==> src/rtl/sys_ctrl_gen2_if.sv <==
// Bundles the system controller's data-path signals.
// master: the controller; slave: its surroundings (UART RX, register file, ALU, TX FIFO).
interface sys_ctrl_gen2_if #(
    parameter int DATA_WIDTH    = 8,
    parameter int ADDR_WIDTH    = 4,
    parameter int ALU_FUN_WIDTH = 4
);
    logic [DATA_WIDTH-1:0]    RX_P_DATA;
    logic                     RX_D_VLD;
    logic                     FIFO_FULL;
    logic [2*DATA_WIDTH-1:0]  ALU_OUT;
    logic                     OUT_Valid;
    logic [DATA_WIDTH-1:0]    Rd_D;
    logic                     Rd_D_Vld;

    logic [DATA_WIDTH-1:0]    WR_DATA;
    logic                     WR_INC;
    logic                     ALU_EN;
    logic [ALU_FUN_WIDTH-1:0] ALU_FUN;
    logic                     CLK_EN;
    logic [DATA_WIDTH-1:0]    Wr_D;
    logic [ADDR_WIDTH-1:0]    Addr;
    logic                     WrEn;
    logic                     RdEn;
    logic                     CLK_DIV_EN;
    logic                     ERR;

    modport master (
        input  RX_P_DATA, RX_D_VLD, FIFO_FULL, ALU_OUT, OUT_Valid, Rd_D, Rd_D_Vld,
        output WR_DATA, WR_INC, ALU_EN, ALU_FUN, CLK_EN, Wr_D, Addr, WrEn, RdEn,
               CLK_DIV_EN, ERR
    );

    modport slave (
        output RX_P_DATA, RX_D_VLD, FIFO_FULL, ALU_OUT, OUT_Valid, Rd_D, Rd_D_Vld,
        input  WR_DATA, WR_INC, ALU_EN, ALU_FUN, CLK_EN, Wr_D, Addr, WrEn, RdEn,
               CLK_DIV_EN, ERR
    );
endinterface

==> src/rtl/sys_ctrl_gen2.sv <==
// Command decoder/sequencer between UART RX, register file, ALU and TX FIFO.
// Define SYS_CTRL_BURST_EN to add the 0xEE auto-incrementing burst-write command.
module sys_ctrl_gen2 #(
    parameter int DATA_WIDTH    = 8,
    parameter int ADDR_WIDTH    = 4,
    parameter int ALU_FUN_WIDTH = 4,
    parameter int TIMEOUT       = 255
) (
    input  logic            CLK,
    input  logic            RST,
    sys_ctrl_gen2_if.master bus
);
    localparam int CNT_W = $clog2(TIMEOUT + 1);
    localparam logic [CNT_W-1:0] TMO_LAST = CNT_W'(TIMEOUT - 1);

    localparam logic [DATA_WIDTH-1:0] CMD_WR      = DATA_WIDTH'(8'hAA);
    localparam logic [DATA_WIDTH-1:0] CMD_RD      = DATA_WIDTH'(8'hBB);
    localparam logic [DATA_WIDTH-1:0] CMD_ALU_OP  = DATA_WIDTH'(8'hCC);
    localparam logic [DATA_WIDTH-1:0] CMD_ALU_NOP = DATA_WIDTH'(8'hDD);
`ifdef SYS_CTRL_BURST_EN
    localparam logic [DATA_WIDTH-1:0] CMD_BURST   = DATA_WIDTH'(8'hEE);
`endif

    typedef enum logic [3:0] {
        S_IDLE,
        S_WR_ADDR,
        S_WR_DATA,
        S_RD_ADDR,
        S_RD_WAIT,
        S_ALU_A,
        S_ALU_B,
        S_ALU_FUN,
        S_ALU_WAIT,
        S_PUSH
`ifdef SYS_CTRL_BURST_EN
        , S_BURST_ADDR,
        S_BURST_CNT,
        S_BURST_DATA
`endif
    } state_t;

    state_t                    state;
    logic [CNT_W-1:0]          tmo_cnt;
    logic [2*DATA_WIDTH-1:0]   resp;
    logic [1:0]                words_left;

    logic [DATA_WIDTH-1:0]     wr_data;
    logic                      wr_inc;
    logic                      alu_en;
    logic [ALU_FUN_WIDTH-1:0]  alu_fun;
    logic                      clk_en;
    logic [DATA_WIDTH-1:0]     wr_d;
    logic [ADDR_WIDTH-1:0]     addr;
    logic                      wr_en;
    logic                      rd_en;
    logic                      clk_div_en;
    logic                      err;

`ifdef SYS_CTRL_BURST_EN
    logic [ADDR_WIDTH-1:0]     burst_addr;
    logic [ADDR_WIDTH:0]       burst_left;
`endif

    logic [ADDR_WIDTH-1:0]     rx_addr;
    logic                      cap_vld;
    logic [2*DATA_WIDTH-1:0]   cap_data;
    logic [1:0]                cap_words;

    assign rx_addr = bus.RX_P_DATA[ADDR_WIDTH-1:0];

    // Response source for whichever wait state is active: read = 1 word, ALU = 2 words.
    // NOTE: every always_comb output gets a default first so no latch is inferred.
    always_comb begin
        cap_vld   = 1'b0;
        cap_data  = {{DATA_WIDTH{1'b0}}, bus.Rd_D};
        cap_words = 2'd1;
        if (state == S_ALU_WAIT) begin
            cap_vld   = bus.OUT_Valid;
            cap_data  = bus.ALU_OUT;
            cap_words = 2'd2;
        end else if (state == S_RD_WAIT) begin
            cap_vld   = bus.Rd_D_Vld;
        end
    end

    // NOTE: sequential state uses non-blocking assignments only, so every output is a clean flop.
    always_ff @(posedge CLK or negedge RST) begin
        if (!RST) begin
            state      <= S_IDLE;
            tmo_cnt    <= '0;
            resp       <= '0;
            words_left <= '0;
            wr_data    <= '0;
            wr_inc     <= 1'b0;
            alu_en     <= 1'b0;
            alu_fun    <= '0;
            clk_en     <= 1'b0;
            wr_d       <= '0;
            addr       <= '0;
            wr_en      <= 1'b0;
            rd_en      <= 1'b0;
            clk_div_en <= 1'b0;
            err        <= 1'b0;
`ifdef SYS_CTRL_BURST_EN
            burst_addr <= '0;
            burst_left <= '0;
`endif
        end else begin
            clk_div_en <= 1'b1;
            wr_inc     <= 1'b0;
            alu_en     <= 1'b0;
            wr_en      <= 1'b0;
            rd_en      <= 1'b0;
            err        <= 1'b0;

            case (state)
                S_IDLE: begin
                    if (bus.RX_D_VLD) begin
                        case (bus.RX_P_DATA)
                            CMD_WR:      state <= S_WR_ADDR;
                            CMD_RD:      state <= S_RD_ADDR;
                            CMD_ALU_OP:  state <= S_ALU_A;
                            CMD_ALU_NOP: state <= S_ALU_FUN;
`ifdef SYS_CTRL_BURST_EN
                            CMD_BURST:   state <= S_BURST_ADDR;
`endif
                            default:     err   <= 1'b1;
                        endcase
                    end
                end

                S_WR_ADDR: begin
                    if (bus.RX_D_VLD) begin
                        addr  <= rx_addr;
                        state <= S_WR_DATA;
                    end
                end

                S_WR_DATA: begin
                    if (bus.RX_D_VLD) begin
                        wr_en <= 1'b1;
                        wr_d  <= bus.RX_P_DATA;
                        state <= S_IDLE;
                    end
                end

                S_RD_ADDR: begin
                    if (bus.RX_D_VLD) begin
                        addr    <= rx_addr;
                        rd_en   <= 1'b1;
                        tmo_cnt <= '0;
                        state   <= S_RD_WAIT;
                    end
                end

                S_ALU_A: begin
                    if (bus.RX_D_VLD) begin
                        wr_en <= 1'b1;
                        addr  <= '0;
                        wr_d  <= bus.RX_P_DATA;
                        state <= S_ALU_B;
                    end
                end

                S_ALU_B: begin
                    if (bus.RX_D_VLD) begin
                        wr_en <= 1'b1;
                        addr  <= ADDR_WIDTH'(1);
                        wr_d  <= bus.RX_P_DATA;
                        state <= S_ALU_FUN;
                    end
                end

                S_ALU_FUN: begin
                    if (bus.RX_D_VLD) begin
                        alu_fun <= bus.RX_P_DATA[ALU_FUN_WIDTH-1:0];
                        alu_en  <= 1'b1;
                        clk_en  <= 1'b1;
                        tmo_cnt <= '0;
                        state   <= S_ALU_WAIT;
                    end
                end

                // Valid is tested before the timeout so a coincident valid wins.
                S_RD_WAIT, S_ALU_WAIT: begin
                    if (bus.RX_D_VLD) err <= 1'b1;
                    if (cap_vld) begin
                        clk_en <= 1'b0;
                        if (!bus.FIFO_FULL) begin
                            wr_inc     <= 1'b1;
                            wr_data    <= cap_data[DATA_WIDTH-1:0];
                            resp       <= cap_data >> DATA_WIDTH;
                            words_left <= cap_words - 2'd1;
                            state      <= (cap_words == 2'd1) ? S_IDLE : S_PUSH;
                        end else begin
                            resp       <= cap_data;
                            words_left <= cap_words;
                            state      <= S_PUSH;
                        end
                    end else if (tmo_cnt == TMO_LAST) begin
                        err    <= 1'b1;
                        clk_en <= 1'b0;
                        state  <= S_IDLE;
                    end else begin
                        tmo_cnt <= tmo_cnt + CNT_W'(1);
                    end
                end

                S_PUSH: begin
                    if (bus.RX_D_VLD) err <= 1'b1;
                    if (!bus.FIFO_FULL) begin
                        wr_inc     <= 1'b1;
                        wr_data    <= resp[DATA_WIDTH-1:0];
                        resp       <= resp >> DATA_WIDTH;
                        words_left <= words_left - 2'd1;
                        if (words_left == 2'd1) state <= S_IDLE;
                    end
                end

`ifdef SYS_CTRL_BURST_EN
                S_BURST_ADDR: begin
                    if (bus.RX_D_VLD) begin
                        burst_addr <= rx_addr;
                        state      <= S_BURST_CNT;
                    end
                end

                // A count of zero encodes the full 2^ADDR_WIDTH range.
                S_BURST_CNT: begin
                    if (bus.RX_D_VLD) begin
                        burst_left <= (rx_addr == '0) ? {1'b1, {ADDR_WIDTH{1'b0}}}
                                                      : {1'b0, rx_addr};
                        state      <= S_BURST_DATA;
                    end
                end

                S_BURST_DATA: begin
                    if (bus.RX_D_VLD) begin
                        wr_en      <= 1'b1;
                        addr       <= burst_addr;
                        wr_d       <= bus.RX_P_DATA;
                        burst_addr <= burst_addr + ADDR_WIDTH'(1);
                        burst_left <= burst_left - (ADDR_WIDTH + 1)'(1);
                        if (burst_left == (ADDR_WIDTH + 1)'(1)) state <= S_IDLE;
                    end
                end
`endif

                default: state <= S_IDLE;
            endcase
        end
    end

    assign bus.WR_DATA    = wr_data;
    assign bus.WR_INC     = wr_inc;
    assign bus.ALU_EN     = alu_en;
    assign bus.ALU_FUN    = alu_fun;
    assign bus.CLK_EN     = clk_en;
    assign bus.Wr_D       = wr_d;
    assign bus.Addr       = addr;
    assign bus.WrEn       = wr_en;
    assign bus.RdEn       = rd_en;
    assign bus.CLK_DIV_EN = clk_div_en;
    assign bus.ERR        = err;
endmodule

==> src/flat_wrapper.sv <==
// flat-port wrapper written by rule: the top's interface ports become plain ports
module sys_ctrl_gen2_flat 
#(
    parameter int DATA_WIDTH    = 8,
    parameter int ADDR_WIDTH    = 4,
    parameter int ALU_FUN_WIDTH = 4,
    parameter int TIMEOUT       = 255
)
  (CLK, RST, bus_RX_P_DATA, bus_RX_D_VLD, bus_FIFO_FULL, bus_ALU_OUT, bus_OUT_Valid, bus_Rd_D, bus_Rd_D_Vld, bus_WR_DATA, bus_WR_INC, bus_ALU_EN, bus_ALU_FUN, bus_CLK_EN, bus_Wr_D, bus_Addr, bus_WrEn, bus_RdEn, bus_CLK_DIV_EN, bus_ERR);
  sys_ctrl_gen2_if #(.DATA_WIDTH(DATA_WIDTH), .ADDR_WIDTH(ADDR_WIDTH), .ALU_FUN_WIDTH(ALU_FUN_WIDTH)) bus_i ();
  input  logic CLK;
  input  logic RST;
  input wire logic [$bits(bus_i.RX_P_DATA)-1:0] bus_RX_P_DATA;
  input wire logic [$bits(bus_i.RX_D_VLD)-1:0] bus_RX_D_VLD;
  input wire logic [$bits(bus_i.FIFO_FULL)-1:0] bus_FIFO_FULL;
  input wire logic [$bits(bus_i.ALU_OUT)-1:0] bus_ALU_OUT;
  input wire logic [$bits(bus_i.OUT_Valid)-1:0] bus_OUT_Valid;
  input wire logic [$bits(bus_i.Rd_D)-1:0] bus_Rd_D;
  input wire logic [$bits(bus_i.Rd_D_Vld)-1:0] bus_Rd_D_Vld;
  output wire logic [$bits(bus_i.WR_DATA)-1:0] bus_WR_DATA;
  output wire logic [$bits(bus_i.WR_INC)-1:0] bus_WR_INC;
  output wire logic [$bits(bus_i.ALU_EN)-1:0] bus_ALU_EN;
  output wire logic [$bits(bus_i.ALU_FUN)-1:0] bus_ALU_FUN;
  output wire logic [$bits(bus_i.CLK_EN)-1:0] bus_CLK_EN;
  output wire logic [$bits(bus_i.Wr_D)-1:0] bus_Wr_D;
  output wire logic [$bits(bus_i.Addr)-1:0] bus_Addr;
  output wire logic [$bits(bus_i.WrEn)-1:0] bus_WrEn;
  output wire logic [$bits(bus_i.RdEn)-1:0] bus_RdEn;
  output wire logic [$bits(bus_i.CLK_DIV_EN)-1:0] bus_CLK_DIV_EN;
  output wire logic [$bits(bus_i.ERR)-1:0] bus_ERR;
  assign bus_i.RX_P_DATA = bus_RX_P_DATA;
  assign bus_i.RX_D_VLD = bus_RX_D_VLD;
  assign bus_i.FIFO_FULL = bus_FIFO_FULL;
  assign bus_i.ALU_OUT = bus_ALU_OUT;
  assign bus_i.OUT_Valid = bus_OUT_Valid;
  assign bus_i.Rd_D = bus_Rd_D;
  assign bus_i.Rd_D_Vld = bus_Rd_D_Vld;
  assign bus_WR_DATA = bus_i.WR_DATA;
  assign bus_WR_INC = bus_i.WR_INC;
  assign bus_ALU_EN = bus_i.ALU_EN;
  assign bus_ALU_FUN = bus_i.ALU_FUN;
  assign bus_CLK_EN = bus_i.CLK_EN;
  assign bus_Wr_D = bus_i.Wr_D;
  assign bus_Addr = bus_i.Addr;
  assign bus_WrEn = bus_i.WrEn;
  assign bus_RdEn = bus_i.RdEn;
  assign bus_CLK_DIV_EN = bus_i.CLK_DIV_EN;
  assign bus_ERR = bus_i.ERR;
  sys_ctrl_gen2 #(.DATA_WIDTH(DATA_WIDTH), .ADDR_WIDTH(ADDR_WIDTH), .ALU_FUN_WIDTH(ALU_FUN_WIDTH), .TIMEOUT(TIMEOUT)) u_core (.CLK(CLK), .RST(RST), .bus(bus_i));
endmodule
==> config.mk <==
export PLATFORM = sky130hd
export DESIGN_NAME = sys_ctrl_gen2_flat
export DESIGN_NICKNAME = d
export VERILOG_FILES = /design/src/rtl/sys_ctrl_gen2_if.sv /design/src/rtl/sys_ctrl_gen2.sv /design/src/flat_wrapper.sv
export SDC_FILE = /design/constraint.sdc
export NUM_CORES = 1
export LEC_CHECK = 0
export CORE_ASPECT_RATIO = 0.5
export CORE_MARGIN = 5
export CORE_UTILIZATION = 46
export CTS_CLUSTER_DIAMETER = 30
export DETAILED_ROUTE_END_ITERATION = 10
export GPL_TIMING_DRIVEN = 0
export PLACE_DENSITY = 0.85
export SKIP_CTS_REPAIR_TIMING = 1
export SLEW_MARGIN = 20
export SYNTH_ARGS = -nofsm -noshare
export SYNTH_HDL_FRONTEND = slang
export SYNTH_SLANG_ARGS = --single-unit
==> constraint.sdc <==
create_clock -name CLK -period 1.7 [get_ports CLK]
set_clock_uncertainty 0.15 [all_clocks]
set_input_delay 0.34 -clock CLK [delete_from_list [all_inputs] [get_ports CLK]]
set_output_delay 0.34 -clock CLK [all_outputs]
set_load 0.01 [all_outputs]
==> results of run 1 <==
[state kept, by name, summed over array words and instances (netlist names), 2 cells and up]
name,cells
u_core.tmo_cnt,8
u_core.bus.ALU_FUN,4
u_core.bus.Addr,4
u_core.words_left,2
u_core.resp,16
u_core.state,4
u_core.bus.Wr_D,8
u_core.bus.WR_DATA,8
[per-layer routing]
| layer | routed length (µm) | track usage (%) | up-vias |
|---|---|---|---|
| met2 | 6030 | 32.6 | 262 |
| met4 | 792 | 7.06 | 0 |
| met1 | 4940 | 25.6 | 1656 |
| met3 | 1020 | 5.62 | 91 |
| met5 | 0 | 0 | - |
| li1 | - | - | 1413 |
[logic make-up after synthesis]
logic type / synth area share [%]
AO/OA/AOI/OAI: 21.5
XOR/XNOR: 0.544
adder cells (fa/ha/maj): 1.94
buffers and inverters: 4.43
flip-flops: 47.4
multiplexers: 6.68
other: 0.116
AND/OR/NAND/NOR: 17.4
[critical path: cells and delay by family (launching register included)]
kind,cells,cell delay (ns)
compound gates,4,0.90
buf+inv,1,0.15
flops,1,0.45
simple gates,1,0.28
[where the power goes]
| part | internal, W | switching (W) |
|---|---|---|
| combinational | 0.00110 | 0.00118 |
| clock | 0.00114 | 0.000746 |
| sequential | 0.00181 | 0.000313 |
| total | 0.00404 | 0.00224 |
[layout by cell type, fill, tap and decap left out, drive strengths merged, types with 3 or more instances in the layout]
master         count
dfrtp             61
buf               46
dlymetal6s2s      35
a21oi             35
clkdlybuf4s50     32
nand2             30
nor2              30
o21ai             23
mux2              12
clkbuf            11
nand2b            10
a31oi              9
a32o               8
mux2i              8
a211oi             8
inv                7
nand3              5
ha                 5
clkinv             5
and3               4
nor2b              4
and2               4
clkinvlp           3
and2b              3
nor4               3
[layout make-up]
cell class	count	area (µm²)	share of cell area, %
sequential	61	1530	29.4
clock inverter	7	76.3	1.46
buffer	16	173	3.31
clock buffer	9	225	4.32
tap	92	115	2.21
multi-input combinational	238	1970	37.8
inverter	9	52.6	1.01
timing repair buffer	100	1070	20.5
[through the flow]
stage	hold WS, ns	area, µm²	cells	worst slack (ns)	total power, W
2_1_floorplan	-0.106	3250	325	-0.00603	0.00299
3_3_place_gp	0.314	4050	485	-1.84	0.00370
3_5_place_dp	0.165	4060	486	-0.570	0.00376
4_1_cts	-0.183	4360	502	-0.339	0.00565
5_1_grt	0.294	5210	532	-0.319	0.00649
6_report	0.250	5210	532	-0.311	0.00628
[final timing paths]
check                                   start                 end  slack, ns
setup / recovery              u_core.state[0]      u_core.resp[0]      -0.31
hold / removal               bus_RX_P_DATA[1]  u_core.bus.Addr[1]       0.25
setup reg to reg              u_core.state[0]      u_core.resp[0]      -0.31
hold reg to reg            u_core.bus.Addr[0]  u_core.bus.Addr[0]       0.33
max in group asynchronous                 RST   u_core.tmo_cnt[0]       0.53
min in group asynchronous                 RST     u_core.resp[12]       0.33
[Yosys cell counts (7+ instances only)]
library cell and n:
a211oi_1 8, a21oi_1 33, a31oi_1 9, a32o_1 8, buf_2 11, dfrtp_1 61, inv_1 7, mux2_2 10
mux2i_1 8, nand2_1 29, nand2b_1 9, nor2_1 28, o21ai_0 17
==> reports/summary.txt, run 1 <==
status -> finished, violations left
failing checks -> setup timing
Max FO, Critical Path -> 6
largest cells by area after synthesis -> dfrtp_1 47%, a21oi_1 5.1%, mux2_2 3.5%
share of layout cells above drive strength 1 -> 35.2%
CTS tree -> yes
Remaining Overflow, GRT -> 0
Reg clk slew, reported paths -> 0.06 ns
hpwl dp -> 5840 µm
n_diodes -> 0
Synth area leader -> dfrtp_1
share of the synthesized area in the top cell type -> 47.4%
Max Freq -> 0.497 GHz
worst-skew pair later-pin latency -> 0.34 ns
Syn Inst Count -> 325
Initial Utilization -> 47.7%
Post-Route WL -> 12800 µm
CP cell instances -> or2_1 > buf_6 > a21oi_4 > a21o_4 > o21ai_0 > o21ai_1
Net count, final -> 478
Die X -> 128 µm
async set-reset flop share out of synthesis -> 100%
Die Y-Extent -> 69.2 µm
startpoint types -> flip-flop
initial antenna violation count -> 0
antenna viol nets, final -> 0
global placement routability congestion -> 0.882
die area -> 0.00888 mm²
Synth Warn # -> 0
Ports -> 69
clock sink total -> 61
Top FF cell, synth -> dfrtp_1
number of distinct library cells after synthesis -> 60
max_cap viols -> 0
WL/cell -> 24.0 µm
Slowest cell on crit path -> dfrtp_1
Hold Fails Final Rpt -> 0
arrival time worst endpoint -> 2.11 ns
num rows -> 21
fin util -> 77.2%
Via density -> 6.43
DR vias -> 3422
P_leak -> 2.58 nW
Slew Limit Fails -> 0
TNS Setup -> -10.27 ns
post-route minimum period -> 2.01 ns
syn_area_per_cell -> 9.91 µm²
vias in the first global route -> 2891
Final period util -> 118%
first-pass GRT wire length -> 14200 µm
total core area -> 0.00675 mm²
P&R area growth vs syn -> 61.8%
CTS H-tree depth -> 3
largest net degree at the start of global routing -> 33
total track usage -> 20.0%
Synth Register Bits -> 61
power density cells -> 1200 mW/mm²
Crit. End Element -> flip-flop
I/O Buffers -> 68
WS Path Type -> flip-flop to flip-flop
drt initial violations -> 361
Slowest Stage Delay on Critical Path -> 0.45 ns
Post-synth EDFFs -> 0
Hold Crit Depth -> 3
worst r2r path cells -> 6
WP data required -> 1.80 ns
RSZ-0062 raised after global routing -> true
Peak VDD IR -> 0.000704 V
Synth Cell Area -> 0.00322 mm²
DRC viols -> 0
router iterations before antenna repair -> 6
Mapped Nets -> 368
Worst Setup Slack, final -> -0.311 ns
total CTS buffers -> 9
CTS root buf -> clkbuf_16
sequential share of the synthesized area -> 47.4%
fillers -> 337
# setup viols final -> 53
hold crit path type -> input pin to flip-flop
CTS Buffer Depth -> 2
Note: power is estimated with default switching activity, not from simulation.
==> run 2: changes to the inputs <==
--- a/config.mk
+++ b/config.mk
@@ -5,6 +5,7 @@
 export SDC_FILE = /design/constraint.sdc
 export NUM_CORES = 1
 export LEC_CHECK = 0
+export CAP_MARGIN = 40
 export CORE_ASPECT_RATIO = 0.5
 export CORE_MARGIN = 5
 export CORE_UTILIZATION = 46
==> results of run 2 <==
Same layout as run 1: the final DEF is identical, and so are final timing and power.
